===== config.mk =====
export PLATFORM = sky130hd
export DESIGN_NAME = fp_multiply_pipe
export DESIGN_NICKNAME = d
export VERILOG_FILES = /design/src/rtl/fp_multiply_pipe.sv
export SDC_FILE = /design/constraint.sdc
export NUM_CORES = 1
export LEC_CHECK = 0
export CAP_MARGIN = 20
export CORE_MARGIN = 4
export CORE_UTILIZATION = 55
export DETAILED_ROUTE_END_ITERATION = 8
export PLACE_DENSITY = 0.77
export SLEW_MARGIN = 40
export SYNTH_ARGS = -nofsm -noshare
export SYNTH_HDL_FRONTEND = slang
export SYNTH_SLANG_ARGS = --single-unit

===== constraint.sdc =====
create_clock -name clk -period 13.2 [get_ports clk]
set_clock_uncertainty 0.2 [all_clocks]
set_input_delay 1.98 -clock clk [delete_from_list [all_inputs] [get_ports clk]]
set_output_delay 1.98 -clock clk [all_outputs]
set_load 0.02 [all_outputs]

===== src/rtl/fp_multiply_pipe.sv =====
// Three-stage signed fixed-point multiplier with selectable rounding, saturation or wrap,
// and an elastic stall. Also keeps a sticky overflow flag and a saturating overflow counter.
module fp_multiply_pipe #(
  parameter int WI1  = 4,
  parameter int WF1  = 5,
  parameter int WI2  = 4,
  parameter int WF2  = 5,
  parameter int WIO  = 4,
  parameter int WFO  = 4,
  parameter int CNTW = 16
) (
  input  logic                 clk,
  input  logic                 rst_n,
  input  logic                 in_valid,
  output logic                 in_ready,
  input  logic [WI1+WF1-1:0]   A,
  input  logic [WI2+WF2-1:0]   B,
  input  logic                 rnd_mode,
  input  logic                 sat_en,
  output logic                 out_valid,
  input  logic                 out_ready,
  output logic [WIO+WFO-1:0]   multiply,
  output logic                 overflow,
  output logic                 ovf_sticky,
  output logic [CNTW-1:0]      ovf_count,
  input  logic                 clr_ovf
);

  localparam int W1    = WI1 + WF1;
  localparam int W2    = WI2 + WF2;
  localparam int WP    = W1 + W2;
  localparam int INTL  = WI1 + WI2;
  localparam int FRACL = WF1 + WF2;
  localparam int WO    = WIO + WFO;
  localparam int QW    = INTL + WFO;

  logic                 en;
  logic                 v1, v2;
  logic signed [W1-1:0] a_q;
  logic signed [W2-1:0] b_q;
  logic                 rnd1, sat1, rnd2, sat2;
  logic signed [WP-1:0] p_q;
  logic signed [QW-1:0] q;
  logic [WO-1:0]        res_d;
  logic                 ovf_d;

  assign en       = !(out_valid && !out_ready);
  assign in_ready = en;

  // q: product aligned to the output fraction, still carrying all INTL integer bits
  generate
    if (WFO >= FRACL) begin : g_pad
      assign q = QW'(p_q) <<< (WFO - FRACL);
    end else begin : g_rnd
      localparam int D = FRACL - WFO;
      logic signed [WP:0] sum;
      always_comb begin
        sum = {p_q[WP-1], p_q};
        if (rnd2) sum = sum + ((WP+1)'(1) << (D - 1));
      end
      // rounding cannot exceed INTL integer bits, so the extra sum bit is redundant
      assign q = QW'(sum >>> D);
    end
  endgenerate

  generate
    if (WIO >= INTL) begin : g_ext
      assign res_d = WO'(q);
      assign ovf_d = 1'b0;
    end else begin : g_red
      localparam int UW = INTL - WIO + 1;
      logic [UW-1:0] upper;
      logic [WO-1:0] lo, maxv, minv;
      always_comb begin
        upper = q[QW-1 -: UW];
        lo    = q[WO-1:0];
        ovf_d = q[QW-1] ? ~&upper : |upper;
        maxv  = '1;
        maxv[WO-1] = 1'b0;
        minv  = '0;
        minv[WO-1] = 1'b1;
        res_d = lo;
        if (ovf_d) begin
          res_d[WO-1] = q[QW-1];
          if (sat2) res_d = q[QW-1] ? minv : maxv;
        end
      end
    end
  endgenerate

  always_ff @(posedge clk or negedge rst_n) begin
    if (!rst_n) begin
      v1        <= 1'b0;
      v2        <= 1'b0;
      out_valid <= 1'b0;
      a_q       <= '0;
      b_q       <= '0;
      rnd1      <= 1'b0;
      sat1      <= 1'b0;
      p_q       <= '0;
      rnd2      <= 1'b0;
      sat2      <= 1'b0;
      multiply  <= '0;
      overflow  <= 1'b0;
    end else if (en) begin
      v1        <= in_valid;
      a_q       <= A;
      b_q       <= B;
      rnd1      <= rnd_mode;
      sat1      <= sat_en;
      v2        <= v1;
      p_q       <= a_q * b_q;
      rnd2      <= rnd1;
      sat2      <= sat1;
      out_valid <= v2;
      multiply  <= res_d;
      overflow  <= v2 && ovf_d;
    end
  end

  always_ff @(posedge clk or negedge rst_n) begin
    if (!rst_n) begin
      ovf_sticky <= 1'b0;
      ovf_count  <= '0;
    end else if (clr_ovf) begin
      ovf_sticky <= 1'b0;
      ovf_count  <= '0;
    end else if (out_valid && out_ready && overflow) begin
      ovf_sticky <= 1'b1;
      if (ovf_count != '1) ovf_count <= ovf_count + CNTW'(1);
    end
  end

endmodule


# Word-level counts from Yosys, hierarchy flattened
# Cells that the tools add are included.
# classes
add_sub_neg,2
n_mul,1
div,0
magnitude_cmp,0
eq_ne,1
n_shift,0
muxes,10
n_bitwise,0
reduce_logical,12
# op_table
cell,count
16-bit 2-to-1 mux,3
8-bit 2-to-1 mux,3
"18-bit by 7-bit adder with 18-bit output, second input constant",1
9-bit by 9-bit multiplier with 18-bit output,1
18-bit 2-to-1 mux,1
"16-bit by 1-bit adder with 16-bit output, second input constant",1
"16-bit != test, second input constant",1
5-bit AND reduction,1
5-bit OR reduction,1
1-bit logical AND,4
2-bit nonzero test,2
1-bit zero test,3
1-bit 2-to-1 mux,3
2-bit AND reduction,1
# totals
ff_bits,69
latch_bits,0
mem_bits_rw,0
mem_bits_ro,0
input_bits,25
output_inout_bits,28
elab_cells,40
memories,0

# Depth between registers and ports, before layout
# Gate-level depths: netlist of run 1.
# logic_depth
depth_word,6
depth_mapped,19
mapped_depth_nobuf,18

# Least setup slack after synthesis of run 1
# No wires, ideal clock.
# synth_path
path_type,flip-flop to flip-flop
from,register b_q[2]
to,register p_q[16]
t_arrival_ns,4.642
slack_ns,8.264
path_stages_with_launch,16
synth_period_minus_slack_ns,4.936
cell_sequence,dfrtp_1 -> clkbuf_1 -> and2_1 -> fa_1 -> inv_1 -> fa_1 -> inv_1 -> fa_1 -> fa_1 -> ha_1 -> ha_1 -> a2111oi_0 -> o21ai_0 -> a41oi_1 -> nor2_1 -> a211oi_1
# synth_via
elab_chain_len,1
# synth_lines
element,line,text
from (decl),40,logic signed [W2-1:0] b_q;
from (signal assigned),97,b_q <= '0;
from (signal assigned),108,b_q <= B;
9-bit by 9-bit multiplier with 18-bit output,112,p_q <= a_q * b_q;
to (signal assigned),112,
to (decl),42,logic signed [WP-1:0] p_q;
# No other way between the ends.
# A chain may end at the register's enable or synchronous reset.

# Worst setup path in the final report of run 1
# layout_path
from,input port out_ready
to,output port in_ready
# layout_via
elab_chain_len,3
# layout_lines
element,line,text
from (decl),21,"input logic out_ready,"
1-bit zero test,47,assign en = !(out_valid && !out_ready);
1-bit logical AND,47,
1-bit zero test,47,
to (decl),15,"output logic in_ready,"
# No other way between the ends.

==> flow_summary.json, run 1 <==
{
  "cp.arrival_ns": 3.76,
  "htree_num_levels": 3,
  "synthTopCellsByArea": "dfrtp_1 27%, fa_1 24%, nand2_1 8.8%",
  "rsz0062_at_grt": "no",
  "antenna_found_initial": 0,
  "ys_seq_area_share_pct": 27.41,
  "cts_hold_buf": 0,
  "synth_area_um2": 5843,
  "cp_data_required_time_ns": 11.02,
  "die_area_um2": 12340,
  "ctsRootBufferMaster": "clkbuf_8",
  "drv_slew": 0,
  "tightest_slew_ns": 0.6249,
  "netlist.area_leader.share_pct": 27.41,
  "chipWidth_um": 111.1,
  "synth-xor-area-share_pct": 5.846,
  "status": "finished clean",
  "synth.distinct_cells": 46,
  "worstSetupEndpointType": "output port",
  "worstPathMaxFanout": 49,
  "wire_per_inst_um": 15.00,
  "fmax_mhz": 168.4,
  "fillers": 842,
  "synth_edf_count": 0,
  "synth-seq-cells": 64,
  "startpoint_type": "input pin",
  "setup.worst_path.class": "input pin to output port",
  "cts_buffer_depth": 2,
  "cts_tree": "yes",
  "wl_mm": 12.14,
  "first_pass_iters": 4,
  "syn_to_final_growth_pct": 13.70,
  "synth-adder-area-share_pct": 31.69,
  "drt_iter0_drc": 358,
  "hold_viol": 0,
  "maxCapViolations": 0,
  "place_congestion": 0.8662,
  "postCtsSetupBuffers": 0,
  "ios": 53,
  "max_slew_margin_pct": 58.34,
  "dp.cells": 793,
  "synth_top_family_by_area": "adder cells",
  "dp_hpwl_mm": 9.255,
  "synthFlopType": "dfrtp_1",
  "min_path_type": "register to register",
  "fin_cells": 809,
  "synthArstFlopShare_pct": 100.0,
  "drc_errors": 0,
  "synthMuxAreaShare_pct": 0.7066,
  "synth_nets": 762,
  "grt_usage_pct": 21.17,
  "die_h_um": 111.1,
  "post_cts_resized": 0,
  "start_util_pct": 56.60,
  "vias": 4426,
  "avgSynthCellArea_um2": 9.260,
  "io_buffers": 52,
  "cts_inserted_buffers": 9,
  "grt_pass1_vias": 4587,
  "antennaDiodeCount": 0,
  "drive_above_1_share_pct": 4.606,
  "synth_cells": 631,
  "grt-ovfl-total": 0,
  "viasPerCell": 5.471,
  "fin_crit_sh_pct": 44.99,
  "setup-tns-final_ns": 0,
  "dp_worst_setup_slack_ns": 7.251,
  "yosysTopAreaCell": "dfrtp_1",
  "insertion_delay_ns": 0.36,
  "grt_pass1_wl_mm": 21.54,
  "grt_max_degree": 65,
  "rows": 37,
  "nets": 799,
  "cts.reportedPaths.clkPinSlew_ns": 0.07,
  "core_area_um2": 10320,
  "clock-sinks": 64,
  "setup_viol": 0,
  "ant_nets": 0,
  "synth_warnings": 0,
  "synthSimpleGateAreaFrac_pct": 20.06,
  "postLayoutSetupSlackWorst_ns": 7.261,
  "post-route-min-period_ns": 5.939,
  "synth_compound_area_share_pct": 7.687
}
==> worst max-delay path, cell delays in order <==
cell and delay [ns]:
clkdlybuf4s50_1 0.48, nor2b_4 0.12, buf_4 0.44, clkinv_1 0.16
clkdlybuf4s50_1 0.57
==> area by class of cell <==
cell class	instances	area, µm²	area share (%)
Clock buffer	11	141.4	2.128
Sequential cell	64	1602	24.11
Multi-Input combinational cell	467	3871	58.27
Inverter	71	266.5	4.011
Timing Repair Buffer	55	536.8	8.079
Clock inverter	5	56.30	0.8475
Tap cell	136	170.2	2.561
==> routing by layer <==
layer	share of wire [%]	track usage [%]	up-vias	routed length [µm]
li1	-	-	2084	-
met1	43	27.43	2214	5166
met2	51	35.76	108	6171
met3	4.7	4.039	20	571
met4	1.9	7.380	0	227
met5	0	0	-	0
==> synth_stat cells, types with 2 or more instances <==
library cell	instances
a211o_1	2
a211oi_1	2
a21o_1	2
a21oi_1	14
a31oi_1	2
a41oi_1	2
and2_1	34
and3_1	3
and4_1	2
buf_2	2
clkbuf_1	26
dfrtp_1	64
fa_1	70
ha_1	36
inv_1	70
mux2i_1	3
nand2_1	137
nand2b_1	5
nand3_1	9
nand4_1	8
nand4_2	2
nor2_1	32
nor2b_1	8
nor3_1	4
nor4_1	2
o2111ai_1	4
o211ai_1	10
o21ai_0	17
o21bai_1	2
or3_1	4
xnor2_1	16
xor2_1	23
==> final timing paths <==
path / start / end / slack [ns] / depth (start not counted)
max reg2reg: b_q[1] / p_q[14] / 7.94 / 14
max in group asynchronous: rst_n / a_q[3] / 10.86 / 2
min in group asynchronous: rst_n / ovf_count[10] / 1.52 / 2
min: rnd1 / rnd1 / 0.27 / 2
min reg2reg: rnd1 / rnd1 / 0.27 / 2
max: out_ready / in_ready / 7.26 / 5
==> sequential cells by signal, indices dropped and copies added (netlist names) <==
register	cells
v1	1
a_q	9
ovf_count	16
rnd2	1
v2	1
ovf_sticky	1
overflow	1
multiply	8
b_q	9
sat2	1
rnd1	1
p_q	13
sat1	1
out_valid	1
==> placed cells by master, fill, tap and decap left out, types with 2 or more instances in the layout <==
| master | netlist | routed |
|---|---|---|
| clkdlybuf4s50_1 | 0 | 50 |
| o21ai_0 | 17 | 17 |
| or3_1 | 4 | 4 |
| o21bai_1 | 2 | 2 |
| nand4_1 | 8 | 8 |
| a211oi_1 | 2 | 2 |
| a31oi_1 | 2 | 2 |
| mux2i_1 | 3 | 3 |
| nand2b_1 | 5 | 5 |
| and3_1 | 3 | 3 |
| clkinv_2 | 0 | 2 |
| buf_4 | 0 | 2 |
| a211o_1 | 2 | 2 |
| a21o_1 | 2 | 2 |
| and4_1 | 2 | 2 |
| o211ai_1 | 10 | 10 |
| and2_1 | 34 | 34 |
| nand4_2 | 2 | 2 |
| ha_1 | 36 | 36 |
| nor2b_1 | 8 | 7 |
| nand2_1 | 137 | 137 |
| nor4_1 | 2 | 2 |
| nand3_1 | 9 | 9 |
| xor2_1 | 23 | 23 |
| clkbuf_8 | 0 | 10 |
| a21oi_1 | 14 | 14 |
| fa_1 | 70 | 70 |
| inv_1 | 70 | 70 |
| nor3_1 | 4 | 4 |
| o2111ai_1 | 4 | 4 |
| buf_2 | 2 | 2 |
| dfrtp_1 | 64 | 64 |
| nor2_1 | 32 | 32 |
| xnor2_1 | 16 | 16 |
==> through the flow <==
| stage | hold WS (ns) | instance area, µm² | util [%] |
|---|---|---|---|
| floorplan | 0.2386 | 5843 | - |
| global placement | 0.2522 | 6440 | 62.38 |
| detailed placement | 0.2576 | 6447 | 62.45 |
| CTS | 0.2741 | 6645 | 64.37 |
| global route | 0.3074 | 6644 | 64.36 |
| finish | 0.2717 | 6644 | 64.36 |
==> logic make-up after synthesis <==
family | Yosys count
XOR/XNOR | 39
multiplexers | 4
buffers and inverters | 100
adder cells (fa/ha/maj) | 106
AO/OA/AOI/OAI | 65
flip-flops | 64
AND/OR/NAND/NOR | 253
Power of run 1 is not shown: default switching activity piles up to over one toggle a cycle in this logic, so the estimate is an artifact.
==> run 2: changes to the inputs <==
Settings changed: CORE_UTILIZATION 55 to 54, PLACE_DENSITY 0.77 to 0.79.
Clock period 13.2 ns to 5.3 ns, I/O delays scaled along.
==> run 2 against run 1 <==
Net effect:
- cell count grew 0.87%
- clock-buffer cell count unchanged
- sequential share of layout area fell by 0.24 points
- utilization is 0.28 points higher
- first-iteration DRC count increased by 12%
- register-to-register slack got worse by 7.7 ns
- die area rose by 1.7%
- critical path depth increased by 12
- non-clock buffer count up 7
- largest cell class unchanged
==> flow_summary.json, run 2 (synthesis gave the netlist of run 1 again) <==
{
  "status": "finished clean",
  "core_area_um2": 10420,
  "setup.worst_path.class": "register to register",
  "cts.reportedPaths.clkPinSlew_ns": 0.08,
  "postLayoutSetupSlackWorst_ns": 0.2558,
  "nets": 806,
  "largest-register": "ovf_count",
  "ios": 53,
  "htree_num_levels": 3,
  "grt_pass1_vias": 4757,
  "syn_to_final_growth_pct": 15.22,
  "cts_hold_buf": 0,
  "io_buffers": 52,
  "die_h_um": 112.0,
  "cp_data_required_time_ns": 5.36,
  "dp_hpwl_mm": 9.844,
  "dp_worst_setup_slack_ns": 0.02019,
  "antenna_found_initial": 0,
  "top_regs": "ovf_count: 16 flops, p_q: 13 flops",
  "fmax_mhz": 198.2,
  "drc_errors": 0,
  "layout_common_cells": "137 x nand2_1, 69 x inv_1, 69 x fa_1",
  "wire_per_inst_um": 15.70,
  "cts_tree": "yes",
  "fin_util_pct": 64.64,
  "cts_buffer_depth": 2,
  "largest_register_ffs": 16,
  "first_pass_iters": 5,
  "drt_iter0_drc": 401,
  "rows": 37,
  "cts_inserted_buffers": 9,
  "antennaDiodeCount": 0,
  "worstPathMaxFanout": 10,
  "final_common_cell": "nand2_1",
  "worstSetupEndpointType": "register",
  "chipWidth_um": 112.0,
  "insertion_delay_ns": 0.35,
  "fin_crit_sh_pct": 95.17,
  "clock-sinks": 64,
  "startpoint_type": "register",
  "ant_nets": 0,
  "start_util_pct": 56.10,
  "max_slew_margin_pct": 57.33,
  "wl_mm": 12.81,
  "ctsRootBufferMaster": "clkbuf_8",
  "maxCapViolations": 0,
  "drv_slew": 0,
  "setup_viol": 0,
  "grt_usage_pct": 22.30,
  "grt_max_degree": 65,
  "viasPerCell": 5.563,
  "place_congestion": 0.8713,
  "min_path_type": "register to register",
  "die_area_um2": 12550,
  "grt-ovfl-total": 0,
  "hold_viol": 0,
  "tightest_slew_ns": 0.6401,
  "fillers": 818,
  "drive_above_1_share_pct": 6.618,
  "cp.arrival_ns": 5.11,
  "grt_pass1_wl_mm": 22.98,
  "post-route-min-period_ns": 5.044,
  "vias": 4539
}
## run 2: metrics by stage
step | cells | cell area [µm²] | TNS [ns] | hold slack (ns)
6_report | 816 | 6733 | 0 | 0.2720
5_1_grt | 816 | 6733 | -0.004682 | 0.2898
4_1_cts | 815 | 6713 | 0 | 0.2734
3_5_place_dp | 799 | 6492 | 0 | 0.2615
3_3_place_gp | 799 | 6485 | 0 | 0.2554
2_1_floorplan | 631 | 5843 | 0 | 0.2386
## run 2: final cells by class
type | instances | area [µm²] | area share (%)
flip-flops and latches | 64 | 1607 | 23.86
clock inverters | 5 | 81.33 | 1.208
multi-input cells | 467 | 3887 | 57.74
repair buffers | 62 | 589.3 | 8.753
well taps | 136 | 170.2 | 2.527
inverters | 71 | 266.5 | 3.958
clock buffers | 11 | 131.4 | 1.951
## run 2: worst max-delay path: stages (launching register included)
cell       delay [ns]
dfrtp_1          0.56
nand2_1          0.13
fa_1             0.53
inv_1            0.06
fa_1             0.46
ha_1             0.29
inv_1            0.05
fa_1             0.52
inv_1            0.04
ha_1             0.28
ha_1             0.23
fa_1             0.42
a211oi_1         0.32
o21bai_1         0.18
o2111ai_1        0.26
a31oi_1          0.14
xnor2_1          0.14
o21ai_0          0.16
## run 2: what timing repair did
item                                    4_1_cts  5_1_grt
endpoints found under the setup margin        2        3
gates resized for setup                       1        9
hold endpoints to repair                      0        0
pin swaps                                     0        1
setup buffers                                 0        1
## run 2: path summary, 6_finish.rpt
path | slack, ns | from | cells past startpoint | to
min reg2reg | 0.27 | rnd1 | 2 | rnd2
min | 0.27 | rnd1 | 2 | rnd2
max | 0.26 | a_q[4] | 17 | p_q[17]
max in group asynchronous | 4.14 | rst_n | 2 | b_q[3]
max reg2reg | 0.26 | a_q[4] | 17 | p_q[17]
min in group asynchronous | 0.31 | rst_n | 2 | ovf_count[13]
## run 2: per-layer routing
metal  GRT usage [%]  vias to the layer above  share of wire (%)
met5               0                        -                  0
met4           7.452                        0                2.2
met3           4.151                       26                5.5
met2           36.37                      143                 49
met1           30.33                     2277                 43
li1                -                     2093                  -
Power of run 2 is left out for the same reason.
